## config.mk

```make
export PLATFORM = sky130hd
export DESIGN_NAME = conv_out_collector_flat
export DESIGN_NICKNAME = d
export VERILOG_FILES = /design/src/rtl/conv_out_collector_if.sv /design/src/rtl/conv_out_collector.sv /design/src/flat_wrapper.sv
export SDC_FILE = /design/constraint.sdc
export NUM_CORES = 1
export LEC_CHECK = 0
export ABC_AREA = 1
export CAP_MARGIN = 20
export CORE_AREA = 2 2 83 85
export CTS_CLUSTER_SIZE = 25
export DETAILED_ROUTE_END_ITERATION = 10
export DIE_AREA = 0 0 85 87
export GPL_TIMING_DRIVEN = 0
export PLACE_DENSITY = 0.83
export SYNTH_ARGS = -nofsm -noshare
export SYNTH_HDL_FRONTEND = slang
export SYNTH_SLANG_ARGS = --single-unit
```

## constraint.sdc

```tcl
create_clock -name clk -period 3.4 [get_ports clk]
set_input_delay 1.02 -clock clk [delete_from_list [all_inputs] [get_ports clk]]
set_output_delay 1.02 -clock clk [all_outputs]
set_load 0.1 [all_outputs]
```

## src/rtl/conv_out_collector_if.sv

```systemverilog
// rtl/conv_out_collector_if.sv - result stream bundle between the collector and its downstream consumer
//
// Purpose: groups the valid/ready result stream leaving conv_out_collector.
// Signals:
//   out_data  : FIFO head sample
//   out_valid : out_data holds a valid sample
//   out_ready : consumer accepts when out_valid && out_ready
//   out_last  : head sample is the final sample of the frame
// Modports: master (collector side), slave (consumer side).

interface conv_out_collector_if #(
    parameter int DATA_W = 16
);
    logic [DATA_W-1:0] out_data;
    logic              out_valid;
    logic              out_ready;
    logic              out_last;

    modport master (
        output out_data,
        output out_valid,
        output out_last,
        input  out_ready
    );

    modport slave (
        input  out_data,
        input  out_valid,
        input  out_last,
        output out_ready
    );
endinterface

```

## src/rtl/conv_out_collector.sv

```systemverilog
// rtl/conv_out_collector.sv - drains the systolic conv array y stream into a small output FIFO
//
// Purpose: discards the first SKIP y samples of a frame (array fill latency),
// collects the next FRAME_LEN samples into a FIFO_DEPTH-entry buffer and
// presents them on a valid/ready stream with end-of-frame marking.
// Ports:
//   clk, rst   : rising-edge clock, synchronous active-high reset
//   start      : begin a frame (only honoured while idle)
//   y_in       : y sample from the last PE
//   y_valid    : y_in holds a new sample this cycle
//   out_if     : result stream (out_data/out_valid/out_ready/out_last)
//   busy       : a frame is in progress
//   overflow   : sticky, a result was dropped because the FIFO was full

module conv_out_collector #(
    parameter int DATA_W     = 16,
    parameter int SKIP       = 2,
    parameter int FRAME_LEN  = 8,
    parameter int FIFO_DEPTH = 4
) (
    input  logic                 clk,
    input  logic                 rst,
    input  logic                 start,
    input  logic [DATA_W-1:0]    y_in,
    input  logic                 y_valid,
    conv_out_collector_if.master out_if,
    output logic                 busy,
    output logic                 overflow
);
    localparam int AW = $clog2(FIFO_DEPTH);
    localparam int CW = $clog2(SKIP + FRAME_LEN + 1);

    typedef enum logic [1:0] {
        S_IDLE,
        S_SKIP,
        S_COLLECT,
        S_DRAIN
    } state_t;

    state_t          state_q, state_d;
    logic [CW-1:0]   skip_cnt_q, skip_cnt_d;
    logic [CW-1:0]   collect_cnt_q, collect_cnt_d;
    logic [AW-1:0]   wr_ptr_q, wr_ptr_d;
    logic [AW-1:0]   rd_ptr_q, rd_ptr_d;
    logic [AW:0]     count_q, count_d;
    logic            overflow_q, overflow_d;

    // Each entry carries {last, data}.
    logic [DATA_W:0] mem_q [FIFO_DEPTH];

    logic empty, full, pop, push_try, push_last, push_ok;

    // FIFO control. A push into a full FIFO still succeeds when the head is
    // popped in the same cycle, because the freed slot is the one written.
    always_comb begin
        empty      = (count_q == '0);
        full       = (count_q == (AW+1)'(FIFO_DEPTH));
        pop        = !empty && out_if.out_ready;
        push_try   = (state_q == S_COLLECT) && y_valid;
        push_last  = (collect_cnt_q == CW'(FRAME_LEN - 1));
        push_ok    = push_try && (!full || pop);

        wr_ptr_d   = wr_ptr_q;
        rd_ptr_d   = rd_ptr_q;
        count_d    = count_q;
        overflow_d = overflow_q || (push_try && full && !pop);

        if (push_ok) wr_ptr_d = wr_ptr_q + AW'(1);
        if (pop)     rd_ptr_d = rd_ptr_q + AW'(1);
        if (push_ok && !pop)      count_d = count_q + (AW+1)'(1);
        else if (!push_ok && pop) count_d = count_q - (AW+1)'(1);
    end

    // Frame sequencing.
    always_comb begin
        state_d       = state_q;
        skip_cnt_d    = skip_cnt_q;
        collect_cnt_d = collect_cnt_q;

        case (state_q)
            S_IDLE: begin
                if (start) begin
                    skip_cnt_d    = '0;
                    collect_cnt_d = '0;
                    state_d       = (SKIP == 0) ? S_COLLECT : S_SKIP;
                end
            end
            S_SKIP: begin
                if (y_valid) begin
                    skip_cnt_d = skip_cnt_q + CW'(1);
                    if (skip_cnt_q == CW'(SKIP - 1)) state_d = S_COLLECT;
                end
            end
            S_COLLECT: begin
                // Dropped samples still count toward the frame length.
                if (y_valid) begin
                    collect_cnt_d = collect_cnt_q + CW'(1);
                    if (push_last) state_d = S_DRAIN;
                end
            end
            S_DRAIN: begin
                // Looks at the post-pop count so the final pop and the
                // return to idle share a cycle.
                if (count_d == '0) state_d = S_IDLE;
            end
            default: state_d = S_IDLE;
        endcase
    end

    always_ff @(posedge clk) begin
        if (rst) begin
            state_q       <= S_IDLE;
            skip_cnt_q    <= '0;
            collect_cnt_q <= '0;
            wr_ptr_q      <= '0;
            rd_ptr_q      <= '0;
            count_q       <= '0;
            overflow_q    <= 1'b0;
        end else begin
            state_q       <= state_d;
            skip_cnt_q    <= skip_cnt_d;
            collect_cnt_q <= collect_cnt_d;
            wr_ptr_q      <= wr_ptr_d;
            rd_ptr_q      <= rd_ptr_d;
            count_q       <= count_d;
            overflow_q    <= overflow_d;
        end
    end

    // Storage needs no reset: an empty FIFO never exposes its contents.
    always_ff @(posedge clk) begin
        if (!rst && push_ok) mem_q[wr_ptr_q] <= {push_last, y_in};
    end

    always_comb begin
        out_if.out_valid = !empty;
        out_if.out_data  = empty ? '0 : mem_q[rd_ptr_q][DATA_W-1:0];
        out_if.out_last  = !empty && mem_q[rd_ptr_q][DATA_W];
        busy             = (state_q != S_IDLE);
        overflow         = overflow_q;
    end
endmodule

```

## src/flat_wrapper.sv

```systemverilog
// flat-port wrapper written by rule: the top's interface ports become plain ports
module conv_out_collector_flat 
#(
    parameter int DATA_W     = 16,
    parameter int SKIP       = 2,
    parameter int FRAME_LEN  = 8,
    parameter int FIFO_DEPTH = 4
)
  (clk, rst, start, y_in, y_valid, busy, overflow, out_if_out_data, out_if_out_valid, out_if_out_last, out_if_out_ready);
  conv_out_collector_if #(.DATA_W(DATA_W)) out_if_i ();
  input  logic clk;
  input  logic rst;
  input  logic start;
  input  logic [DATA_W-1:0] y_in;
  input  logic y_valid;
  output logic busy;
  output logic overflow;
  output wire logic [$bits(out_if_i.out_data)-1:0] out_if_out_data;
  output wire logic [$bits(out_if_i.out_valid)-1:0] out_if_out_valid;
  output wire logic [$bits(out_if_i.out_last)-1:0] out_if_out_last;
  input wire logic [$bits(out_if_i.out_ready)-1:0] out_if_out_ready;
  assign out_if_out_data = out_if_i.out_data;
  assign out_if_out_valid = out_if_i.out_valid;
  assign out_if_out_last = out_if_i.out_last;
  assign out_if_i.out_ready = out_if_out_ready;
  conv_out_collector #(.DATA_W(DATA_W), .SKIP(SKIP), .FRAME_LEN(FRAME_LEN), .FIFO_DEPTH(FIFO_DEPTH)) u_core (.clk(clk), .rst(rst), .start(start), .y_in(y_in), .y_valid(y_valid), .out_if(out_if_i), .busy(busy), .overflow(overflow));
endmodule
```

Word level (Yosys, flattened, before mapping)
Memory sizes are Yosys's and may differ from the RTL's. A register that Yosys moved wholly into a read port is not among the register bits. Cells that the tools add are included.

Bits in latches: 0. Input port bits: 21. Memory bits (read-only): 0. Output and inout bits: 20. Memory bits (writable): 68. Memories kept: 1. Register bits after elaboration: 18. Word-level logic and storage cells: 70.

$mul: 0. Mux-type cells: 19. Div/mod/pow operators: 0. Eq/ne operators: 12. Reduce and logical (&&, ||, !) cells: 25. $add $sub $neg: 6. Bitwise gates (word level): 0. Magnitude comparators: 0. Shift operators: 0.

Memories: u_core.mem_q (depth 4, width 17, rd ports 1, clocked after memory_dff 1, wr ports 1, RTL line conv_out_collector.sv:49) `logic [DATA_W:0] mem_q [FIFO_DEPTH];`.

Operator list (number): 2-to-1 mux 16 bit (1); 2-to-1 mux 2 bit (8); case mux 4 bit (2 select lines) (2); 2-to-1 mux 4 bit (3); logical AND 1 bit (9); adder 4 x 1 -> 4 bit (second input constant) (2); case mux 2 bit (4 select lines) (1); zero test 3 bit (2); 2-to-1 mux 3 bit (2); != test 2 x 1 -> 1 bit (second input constant) (3); != test 2 bit (second input constant) (3); AND reduction 3 bit (2); AND reduction 6 bit (1); nonzero test 2 bit (3); zero test 1 bit (5); adder 2 x 1 -> 2 bit (second input constant) (2); == test 2 bit (second input constant) (2); == test 4 x 1 -> 1 bit (second input constant) (1); == test 4 x 3 -> 1 bit (second input constant) (1); adder 3 x 1 -> 3 bit (second input constant) (1); == test 3 bit (second input constant) (1); subtractor 3 x 1 -> 3 bit (second input constant) (1); == test 2 x 1 -> 1 bit (second input constant) (1); zero test 2 bit (1); 2 further kinds (4).

Longest topological paths before layout
Depth after elaboration: 12. Mapped depth: 14. Depth with buffers taken out: 14.

Least setup slack after synthesis
Ideal clock, no wire load.

Path kind: reg-to-output. Start: reg u_core.count_q[0]. End: out out_if_out_data[10]. Required time: 2.380 ns. Setup slack: -0.518 ns. Arrival time: 2.898 ns. Buffers on the path: 1. Stages on the path, launching flop included: 7. Path through: dfxtp_1 inv_1 ha_1 nand2_4 clkinv_1 clkbuf_1 a21oi_1.

Word-level cells in the longest chain between the ends: 2.

RTL lines: from (decl) (RTL line conv_out_collector.sv:45) `logic [AW:0] count_q, count_d;`; from (signal assigned) (RTL line conv_out_collector.sv:125) `count_q <= count_d;`; zero test 3 bit (RTL line conv_out_collector.sv:56) `empty = (count_q == '0);`; 2-to-1 mux 16 bit (RTL line conv_out_collector.sv:137) `out_if.out_data = empty ? '0 : mem_q[rd_ptr_q][DATA_W-1:0];`; to (decl) (RTL line flat_wrapper.sv:18) `output wire logic [$bits(out_if_i.out_data)-1:0] out_if_out_data;`.

Every way passes these cells.

Worst setup path after layout
Start: reg u_core.count_q[0]. End: out out_if_out_valid.

Word-level cells in the longest chain between the ends: 2.

RTL lines: zero test 3 bit (RTL line conv_out_collector.sv:56); zero test 1 bit (RTL line conv_out_collector.sv:136) `out_if.out_valid = !empty;`; to (decl) (RTL line flat_wrapper.sv:19) `output wire logic [$bits(out_if_i.out_valid)-1:0] out_if_out_valid;`.

Every way passes these cells.

==> results_dict.tcl <==
set metrics [dict create \
    status "completed" \
    utilization_pct 68.1 \
    synth_top_area_share_pct 53.4 \
    fillCellCount 479 \
    worst_r2r_endpoint "u_core.mem_q[2][4]" \
    final_area_um2 4470 \
    ioPinCount 41 \
    die_w_um 85 \
    hpwl_mm 5.14 \
    io_buffers 39 \
    relSlewSlack_pct 32.7 \
    critPathMaxStageDelay_ns 1.14 \
    synth-simple-area-share_pct 15.4 \
    post-route-period-util_pct 97.7 \
    crit_fanout 5 \
    synth-xor-area-share_pct 1.15 \
    crit_arrival_ns 2.30 \
    initial_core_util_pct 58.2 \
    synth_nets 394 \
    min_to "u_core.overflow" \
    placed_cells 479 \
    grt_max_degree 18 \
    required_ns 2.38 \
    skew_ns 0.0183 \
    antenna_found_initial 0 \
    stdcell_count 495 \
    vias 2687 \
    coreArea_um2 6570 \
    cts_hold_buf 0 \
    nNetsFinal 446 \
    crit_type "reg2out" \
    die_height_um 87 \
    cts_resized 82 \
    r2r_cells 6 \
    cts_root_buf "clkbuf_8" \
    first_pass_iters 4 \
    clock_sinks 88 \
    finalHoldViolations 0 \
    grt.overflow.total 0 \
    path_cells "inv_1, ha_1, nand2_4, clkdlybuf4s50_1" \
    ant_nets 0 \
    setup_tns_ns 0 \
    numCtsBuffers 9 \
    clockBufferDepth 2 \
    synth-edff-count 68 \
    synth_compound_area_share_pct 10.3 \
    synth_area_um2 3820 \
    synth_mux_area_share_pct 0 \
    startpoint_type "flip-flop" \
    min-delay-start "u_core.overflow" \
    min_path_type "reg2reg" \
    fmax_mhz 301 \
    ys_seq_elements 88 \
    ys_types 32 \
    placed_area_um2 4350 \
    synth_ff_type "edfxtp_1" \
    final_max_slew_viol_count 0 \
    synth_area_leaders "edfxtp_1, dfxtp_1, nor2_1, o21ai_0, ha_1" \
    rows 30 \
    grt.total_usage_pct 21.2 \
    grt_pass1_vias 2542 \
    netlist_instances 358 \
    htreeDepth 3 \
    synth_fa_ha_area_share_pct 4.91 \
    rrSetupSlack_ns 1.04 \
    grt_pass1_wl_mm 12.1 \
    cts_tree "done" \
    whs_path_depth 2 \
    yosys.area.top_type "edfxtp_1" \
    setup_viol 0 \
    async_reset_ff_share_pct 0 \
    syn_area_per_cell_um2 10.7 \
    synth-seq-area-share_pct 63.9 \
    end_kind "primary output" \
    diodes 0 \
    path_buf_inv 2 \
    ys_warn_count 0 \
    remaining_drc_errors 0 \
    avgViaCountPerCell 5.43 \
    postCtsSetupRepairBufs 0 \
    drt_iter0_markers 176 \
    gp_congestion 0.745 \
    synth_top_family_by_area "simple AND/OR/NAND/NOR gates" \
    routed_wl_mm 7.55 \
    r2r_start "u_core.state_q[0]" \
    worstSkewPairLatency_ns 0.34 \
    syn_to_final_growth_pct 17.1 \
    die_area_um2 7400 \
    period_minus_slack_ns 3.32 \
    clkSlewWorstSetupHoldPaths_ns 0.08 \
    drive_gt1_share_pct 14.5 \
    worst_slew_pin_slew_ns 1.01 \
    slowest_stage "clkdlybuf4s50_1" \
    cap_viol_max_count 0 \
    wl_per_cell_um 15.2 \
    path_delay_family "buffers and inverters" \
    rsz0062_at_grt "false" \
]
-- how the worst max path moves through the flow --
stage                            from                   to  depth (start not counted)
finish              u_core.count_q[0]     out_if_out_valid                          4
global route        u_core.state_q[0]                 busy                          4
CTS                         flip-flop   out_if_out_data[9]                          7
detailed placement  u_core.count_q[0]   out_if_out_data[2]                          7
global placement    u_core.count_q[0]   out_if_out_data[2]                          7
floorplan           u_core.count_q[0]  out_if_out_data[10]                          6
-- worst register-to-register path: stages, from the launching register on --
cell      delay, ns
dfxtp_1        0.35
inv_1          0.11
ha_1           0.25
nand2_2        0.12
clkinv_2       0.11
nand3_1        0.21
nor2_2         0.83
-- logic make-up (layout without fill, tap and decap cells) --
group,Yosys count,in the layout
flops,88,88
fa+ha+maj,15,15
buf+inv,42,99
simple gates,133,133
compound gates,75,75
xor+xnor,5,5
-- sequential cells by signal, indices dropped and copies added (netlist names), named ones only --
register              flops
u_core.rd_ptr_q           2
u_core.mem_q             68
u_core.count_q            3
u_core.skip_cnt_q         4
u_core.wr_ptr_q           2
u_core.collect_cnt_q      4
u_core.overflow           1
u_core.state_q            2
-- cells in the final DEF (no fill, tap or decap), types with 2 or more instances in the layout --
master,synthesis,routed
ha_1,15,15
edfxtp_1,68,68
buf_4,0,9
nand2_2,3,3
clkbuf_8,0,9
clkdlybuf4s50_1,0,22
nand3_1,7,7
nand2_4,2,2
buf_8,0,2
clkinv_2,1,4
nand4_1,3,3
buf_2,2,7
nand2_1,20,20
clkinv_1,2,2
clkbuf_2,1,5
a21oi_1,28,28
nor2_1,92,88
o21ai_0,41,41
inv_2,3,3
nand3_2,2,2
xor2_1,4,4
nor2_2,0,4
dfxtp_1,20,20
clkbuf_1,8,6
inv_1,24,24
-- Yosys cell counts (2+ instances only) --
| cell | count |
|---|---|
| nand2_4 | 2 |
| clkinv_1 | 2 |
| ha_1 | 15 |
| a21oi_1 | 28 |
| nand3_1 | 7 |
| inv_2 | 3 |
| xor2_1 | 4 |
| dfxtp_1 | 20 |
| nand2_1 | 20 |
| nand2_2 | 3 |
| inv_1 | 24 |
| nand4_1 | 3 |
| buf_2 | 2 |
| edfxtp_1 | 68 |
| nand3_2 | 2 |
| nor2_1 | 92 |
| clkbuf_1 | 8 |
| o21ai_0 | 41 |
-- per-layer routing --
| metal | vias to the layer above | wire length, um | GRT usage (%) |
|---|---|---|---|
| li1 | 1318 | - | - |
| met4 | 0 | 85 | 7.79 |
| met2 | 85 | 3840 | 37.0 |
| met3 | 8 | 475 | 4.17 |
| met1 | 1276 | 3150 | 26.2 |
| met5 | - | 0 | 0 |
-- cell type report --
| cell class | instances | area [um^2] | area share, % |
|---|---|---|---|
| sequential | 88 | 2440 | 54.6 |
| multi-input combinational | 228 | 1230 | 27.4 |
| timing repair buffer | 41 | 375 | 8.39 |
| clock buffer | 11 | 131 | 2.94 |
| inverter | 30 | 114 | 2.54 |
| tap | 80 | 100 | 2.24 |
| buffer | 12 | 53.8 | 1.20 |
| clock inverter | 5 | 31.3 | 0.699 |
-- metrics by stage --
stage | hold WS [ns] | setup slack [ns]
6_report | 0.482 | 0.0775
3_5_place_dp | 0.476 | -0.447
3_3_place_gp | 0.460 | -0.430
2_1_floorplan | 0.458 | -0.518
4_1_cts | 0.494 | 0.00974
5_1_grt | 0.513 | 0.00708
Power is not shown: default switching activity piles up to over one toggle a cycle in this logic, so the estimate is an artifact.
